==> src/rtl/pwm_duty_decoder.sv <==
// Measures high time and rise-to-rise period of an asynchronous PWM line.
// Optional glitch filter on the synchronised line: define GLITCH_FILTER_EN.
module pwm_duty_decoder #(
    parameter int CNT_W    = 8,
    parameter int TIMEOUT  = 200,
    parameter int FILT_LEN = 3
) (
    input  logic             clk,
    input  logic             rst_n,
    input  logic             pwm_in,
    output logic [CNT_W-1:0] duty_out,
    output logic [CNT_W-1:0] period_out,
    output logic             meas_valid,
    output logic             no_signal,
    output logic             line_level
);

    localparam logic [CNT_W-1:0] TIMEOUT_C = CNT_W'(TIMEOUT);

    typedef enum logic [1:0] {
        IDLE,
        HIGH,
        LOW
    } state_t;

    if (TIMEOUT < 2 || TIMEOUT > (2**CNT_W) - 1) begin : g_bad_timeout
        $error("pwm_duty_decoder: TIMEOUT must lie in 2 .. 2**CNT_W-1");
    end
    if (FILT_LEN < 1) begin : g_bad_filt_len
        $error("pwm_duty_decoder: FILT_LEN must be at least 1");
    end

    // Counter never wraps: it parks at TIMEOUT so a dead line is always detectable.
    function automatic logic [CNT_W-1:0] sat_inc(input logic [CNT_W-1:0] v);
        if (v >= TIMEOUT_C) begin
            return TIMEOUT_C;
        end
        return v + CNT_W'(1);
    endfunction

    logic   sync_p0;
    logic   sync_p1;
    logic   pwm_s;
    logic   lvl;
    logic   lvl_d;
    logic   rise;
    logic   fall;
    state_t state;
    logic [CNT_W-1:0] cnt;
    logic [CNT_W-1:0] hi_cap;

    // Stage p0/p1: two-flop synchroniser for the asynchronous line
    always_ff @(posedge clk or negedge rst_n) begin
        if (!rst_n) begin
            sync_p0 <= 1'b0;
            sync_p1 <= 1'b0;
        end else begin
            sync_p0 <= pwm_in;
            sync_p1 <= sync_p0;
        end
    end

    assign pwm_s = sync_p1;

`ifdef GLITCH_FILTER_EN
    localparam int FW = $clog2(FILT_LEN + 1);
    localparam logic [FW-1:0] FILT_LAST = FW'(FILT_LEN - 1);

    logic [FW-1:0] filt_cnt;
    logic          lvl_f;

    // Filter stage: lvl follows pwm_s only after FILT_LEN consecutive disagreeing cycles
    always_ff @(posedge clk or negedge rst_n) begin
        if (!rst_n) begin
            lvl_f    <= 1'b0;
            filt_cnt <= '0;
        end else if (pwm_s != lvl_f) begin
            if (filt_cnt == FILT_LAST) begin
                lvl_f    <= pwm_s;
                filt_cnt <= '0;
            end else begin
                filt_cnt <= filt_cnt + FW'(1);
            end
        end else begin
            filt_cnt <= '0;
        end
    end

    assign lvl = lvl_f;
`else
    assign lvl = pwm_s;
`endif

    // Edge stage: one-cycle delayed copy of the line for edge detection
    always_ff @(posedge clk or negedge rst_n) begin
        if (!rst_n) begin
            lvl_d <= 1'b0;
        end else begin
            lvl_d <= lvl;
        end
    end

    assign rise       = lvl & ~lvl_d;
    assign fall       = ~lvl & lvl_d;
    assign line_level = lvl;

    // Measurement stage: counter, FSM and published results
    always_ff @(posedge clk or negedge rst_n) begin
        if (!rst_n) begin
            state      <= IDLE;
            cnt        <= '0;
            hi_cap     <= '0;
            duty_out   <= '0;
            period_out <= '0;
            meas_valid <= 1'b0;
            no_signal  <= 1'b1;
        end else begin
            meas_valid <= 1'b0;
            cnt        <= rise ? CNT_W'(1) : sat_inc(cnt);

            case (state)
                IDLE: begin
                    // The period in progress when we start listening is never complete.
                    if (rise) begin
                        state <= HIGH;
                    end
                end
                HIGH: begin
                    if (fall) begin
                        state  <= LOW;
                        hi_cap <= cnt;
                    end else if (cnt == TIMEOUT_C) begin
                        state     <= IDLE;
                        no_signal <= 1'b1;
                    end
                end
                LOW: begin
                    if (rise) begin
                        state      <= HIGH;
                        duty_out   <= hi_cap;
                        period_out <= cnt;
                        no_signal  <= 1'b0;
                        meas_valid <= 1'b1;
                    end else if (cnt == TIMEOUT_C) begin
                        state     <= IDLE;
                        no_signal <= 1'b1;
                    end
                end
                default: begin
                    state <= IDLE;
                end
            endcase
        end
    end

endmodule
==> config.mk <==
export PLATFORM = sky130hd
export DESIGN_NAME = pwm_duty_decoder
export DESIGN_NICKNAME = d
export VERILOG_FILES = /design/src/rtl/pwm_duty_decoder.sv
export SDC_FILE = /design/constraint.sdc
export NUM_CORES = 1
export LEC_CHECK = 0
export ABC_AREA = 1
export CELL_PAD_IN_SITES_DETAIL_PLACEMENT = 2
export CELL_PAD_IN_SITES_GLOBAL_PLACEMENT = 2
export CORE_MARGIN = 1
export CORE_UTILIZATION = 37
export CTS_BUF_LIST = sky130_fd_sc_hd__clkbuf_4 sky130_fd_sc_hd__clkbuf_8
export CTS_CLUSTER_SIZE = 20
export DETAILED_ROUTE_END_ITERATION = 7
export HOLD_SLACK_MARGIN = 0.12
export PLACE_DENSITY_LB_ADDON = 0.05
export SLEW_MARGIN = 10
export SYNTH_ARGS = -nofsm -noshare
export SYNTH_HDL_FRONTEND = slang
export SYNTH_SLANG_ARGS = --single-unit
==> constraint.sdc <==
create_clock -name clk -period 2.7 [get_ports clk]
set_clock_uncertainty 0.15 [all_clocks]
set_input_delay 0.54 -clock clk [delete_from_list [all_inputs] [get_ports clk]]
set_output_delay 0.54 -clock clk [all_outputs]
set_load 0.005 [all_outputs]
==> results.tsv <==
stage	metric	value	unit
clock_network	number of buffers added for setup after CTS	0	
floorplan	Die Height	69.07	µm
global_routing	aggregate global-route resource usage	19.40	%
timing	Slew HR	42.02	%
route	final routed wirelength across all metal layers	4008	µm
clock_network	clock network latency to the later pin of the worst-skew pair	0.29	ns
floorplan	top-level I/O count	22	
layout	final std cells w/o fill	258	
logic_synthesis	fraction of the mapped netlist area in adder cells	4.511	%
route	Wirelength per Cell	15.53	µm
worst_setup_path	number of cells traversed by the worst register-to-register path	7	
clock_network	Max Buffers Root-to-Sink	2	
logic_synthesis	cell types with the largest area share after synthesis	sky130_fd_sc_hd__dfrtp_1 (57%), sky130_fd_sc_hd__nand2_1 (14%), sky130_fd_sc_hd__o21ai_1 (5.1%)	
clock_network	clock-pin slew of the registers on the worst-case setup and hold paths	0.07	ns
worst_setup_path	Worst setup EP type	output pin	
placement	estimated wirelength of the detail-placed design	2978	µm
placement	Placed Cells	251	
power_and_ir_drop	IR drop worst, VDD	0.3017	mV
placement	final weighted congestion of routability-driven global placement	0.7555	
timing	number of failing setup endpoints in the final timing report	0	
timing	setup TNS after final layout	0	ns
layout	number of fill cells in the layout	479	
clock_network	TritonCTS buffer count	5	
power_and_ir_drop	Leak Pwr	1.002	nW
global_routing	maximum number of pins on one net before global-route repair	40	
layout	layout cell share with drive strength beyond 1	10.19	%
timing	time the worst path needs with I/O delays and setup	1.991	ns
timing	upper clock frequency limit	502.3	MHz
floorplan	Site Rows	24	
floorplan	Core Footprint	4324	µm²
worst_setup_path	CP Class	register to output pin	
logic_synthesis	largest area contributor in the netlist	sky130_fd_sc_hd__dfrtp_1	
power_and_ir_drop	total power density per cell area	816.6	nW/µm²
worst_setup_path	maximum fanout encountered on the critical timing path	2	
route	remaining routing DRC violations	0	
logic_synthesis	netlist area before placement	1664	µm²
timing	final number of hold-violating endpoints	0	
logic_synthesis	count of synthesis-stage warnings from yosys	0	
logic_synthesis	simple-gate share of the synthesized area	23.01	%
clock_network	number of H-tree branching levels	2	
worst_setup_path	startpoint type of the worst setup path	register	
timing	transition time of the tightest slew-check pin	0.8698	ns
worst_setup_path	endpoint of the lowest-slack register-to-register path	no_signal$_DFFE_PN1P_	
worst_setup_path	FF-to-FF setup slack	1.00	ns
worst_setup_path	CP max stage delay	0.53	ns
global_routing	wire length of the first global-routing pass	7376	µm
route	via count of the routed design	1283	
worst_setup_path	endpoint required time on the critical path	2.01	ns
placement	number of port buffers	21	
clock_network	library cell used as clock root buffer	sky130_fd_sc_hd__clkbuf_8	
logic_synthesis	flop and latch count out of synthesis	39	
route	vias per std cell	4.973	
clock_network	quantity of gates resized following cts	0	
route	starting DRC count in detailed routing	27	
clock_network	CTS hold repair buffers	0	
logic_synthesis	distinct cell type count of the synthesized netlist	23	
logic_synthesis	dominant combinational cell family by area after synthesis	simple AND/OR/NAND/NOR gates	
logic_synthesis	post-synth top area share	57.14	%
logic_synthesis	xor and xnor area share after synthesis	0.5263	%
timing	setup repair after global routing missed its margin	no	
logic_synthesis	Syn Area/Cell	9.194	µm²
worst_hold_path	Min-Delay Path Class	input port to asynchronous set/reset pin	
timing	Max Slew Vio Count	0	
clock_network	CTS tree	yes	
floorplan	Die Footprint	4770	µm²
power_and_ir_drop	total power consumption of the routed design	1.639	mW
clock_network	number of sinks on the clock net	39	
worst_setup_path	data arrival time at the worst-slack endpoint	1.30	ns
outcome	run status	complete, no violations	
floorplan	Initial Utilization	38.48	%
worst_setup_path	launch instance of the worst register-to-register path	state[1]$_DFFE_PN0P_	
global_routing	number of global-route vias before repair	1507	
floorplan	DIE WIDTH	69.07	µm
route	Pre-antenna DRT Iters	4	
worst_setup_path	cell with the largest stage delay on the worst path	sky130_fd_sc_hd__dfstp_2	
layout	Final nets	215	
layout	area grow syn2layout	20.60	%
timing	share of the cycle needed by the critical path after routing	73.74	%
logic_synthesis	multiplexer area fraction after synthesis	0	%
route	number of nets with antenna violations after detailed routing	0	
logic_synthesis	post-synthesis compound-gate area fraction	7.820	%
global_routing	global-route congestion overflow total	0	
logic_synthesis	proportion of synthesized chip area in sequential cells	58.72	%
layout	diode insertion count for antenna repair	0	
worst_setup_path	Worst Path Buf+Inv	1	
worst_setup_path	sequence of cells on the critical path	clkdlybuf4s50_1	
worst_setup_path	top cell family by delay on the critical path	flip-flops	
logic_synthesis	Mapped Nets	190	
flow_run	Max Cap Violations	0	
global_routing	initial antenna violation count	0	
logic_synthesis	number of standard cells after synthesis	181	
## state kept, by name, indices dropped and copies added (netlist names)
signal	flops
hi_cap	8
meas_valid	1
line_level	1
sync_p0	1
lvl_d	1
period_out	8
state	2
duty_out	8
no_signal	1
cnt	8
## worst max path at each step
stage | startpoint | endpoint | slack, ns | cells past startpoint
floorplan | state[1]$_DFFE_PN0P_ | hi_cap[5]$_DFFE_PN0P_ | 1.33 | 6
global placement | no_signal$_DFFE_PN1P_ | no_signal | 1.01 | 1
detailed placement | state[1]$_DFFE_PN0P_ | no_signal$_DFFE_PN1P_ | 1.01 | 7
CTS | no_signal$_DFFE_PN1P_ | no_signal | 0.70 | 1
global route | no_signal$_DFFE_PN1P_ | no_signal | 0.67 | 1
finish | no_signal$_DFFE_PN1P_ | no_signal | 0.71 | 1
## logic make-up after synthesis
family | Yosys count
simple gates | 90
flops | 39
compound gates | 22
buf+inv | 23
xor+xnor | 1
fa+ha+maj | 6
## power breakdown
part           total (mW)  internal, mW  switching [mW]
clock               0.396         0.200           0.195
combinational       0.441         0.196           0.244
sequential          0.802         0.701           0.101
## per-layer routing
layer	wire length (µm)	vias up	part of all wire, %	track usage (%)
met2	2142	20	53	34.95
met3	132	5	3.3	4.094
li1	-	610	-	-
met1	1695	648	42	23.30
met4	37	0	0.92	5.215
met5	0	-	0	0
## cell usage after synthesis
| library cell | instances |
|---|---|
| sky130_fd_sc_hd__a21oi_1 | 2 |
| sky130_fd_sc_hd__buf_2 | 3 |
| sky130_fd_sc_hd__clkinv_1 | 1 |
| sky130_fd_sc_hd__dfrtp_1 | 38 |
| sky130_fd_sc_hd__dfstp_2 | 1 |
| sky130_fd_sc_hd__ha_1 | 6 |
| sky130_fd_sc_hd__inv_1 | 16 |
| sky130_fd_sc_hd__inv_2 | 3 |
| sky130_fd_sc_hd__nand2_1 | 63 |
| sky130_fd_sc_hd__nand2_2 | 3 |
| sky130_fd_sc_hd__nand2_4 | 1 |
| sky130_fd_sc_hd__nand3_1 | 4 |
| sky130_fd_sc_hd__nand3_2 | 1 |
| sky130_fd_sc_hd__nand4_1 | 1 |
| sky130_fd_sc_hd__nor2_1 | 13 |
| sky130_fd_sc_hd__nor2_4 | 1 |
| sky130_fd_sc_hd__nor3_1 | 2 |
| sky130_fd_sc_hd__nor3_2 | 1 |
| sky130_fd_sc_hd__o21ai_1 | 17 |
| sky130_fd_sc_hd__o21ai_2 | 1 |
| sky130_fd_sc_hd__o21bai_1 | 1 |
| sky130_fd_sc_hd__o21bai_4 | 1 |
| sky130_fd_sc_hd__xor2_1 | 1 |
## layout make-up
class	count	area, µm²	share of cell area (%)
sequential	39	977.2	48.69
inverter	20	75.07	3.741
clock buffer	6	82.58	4.115
multi-input combinational	119	596.8	29.74
tap	52	65.06	3.242
clock inverter	1	5.005	0.2494
timing repair buffer	21	205.2	10.22
## worst reg2reg max path: cells and delay by family, from the launching register on
family,cells,cell delay [ns]
flip-flops,1,0.44
buffers and inverters,1,0.11
adder cells (fa/ha/maj),1,0.20
AND/OR/NAND/NOR,5,0.74
## placed cells by master, fill, tap and decap left out
master / n
sky130_fd_sc_hd__o21bai_4: 1
sky130_fd_sc_hd__nor2_4: 1
sky130_fd_sc_hd__dfrtp_1: 38
sky130_fd_sc_hd__clkinv_1: 1
sky130_fd_sc_hd__o21ai_1: 17
sky130_fd_sc_hd__clkbuf_8: 6
sky130_fd_sc_hd__nor2_1: 13
sky130_fd_sc_hd__a21oi_1: 2
sky130_fd_sc_hd__clkinv_2: 1
sky130_fd_sc_hd__nor3_2: 1
sky130_fd_sc_hd__buf_2: 1
sky130_fd_sc_hd__inv_1: 16
sky130_fd_sc_hd__o21bai_1: 1
sky130_fd_sc_hd__o21ai_2: 1
sky130_fd_sc_hd__nand2_2: 3
sky130_fd_sc_hd__clkdlybuf4s50_1: 20
sky130_fd_sc_hd__nand3_1: 4
sky130_fd_sc_hd__inv_2: 3
sky130_fd_sc_hd__nand2_1: 63
sky130_fd_sc_hd__nand3_2: 1
sky130_fd_sc_hd__nand2_4: 1
sky130_fd_sc_hd__xor2_1: 1
sky130_fd_sc_hd__ha_1: 6
sky130_fd_sc_hd__dfstp_2: 1
sky130_fd_sc_hd__nor3_1: 2
sky130_fd_sc_hd__nand4_1: 1
## stage by stage
stage	hold slack (ns)	area (µm²)	util, %	setup slack, ns
after global placement	0.1948	1919	44.39	1.014
after CTS	0.2247	2007	46.41	0.6968
after floorplan	0.09441	1664	-	1.331
after detailed placement	0.1950	1919	44.39	1.015
final	0.2180	2007	46.41	0.7090
after global routing	0.2290	2007	46.41	0.6706
(Power assumes the default switching activity.)
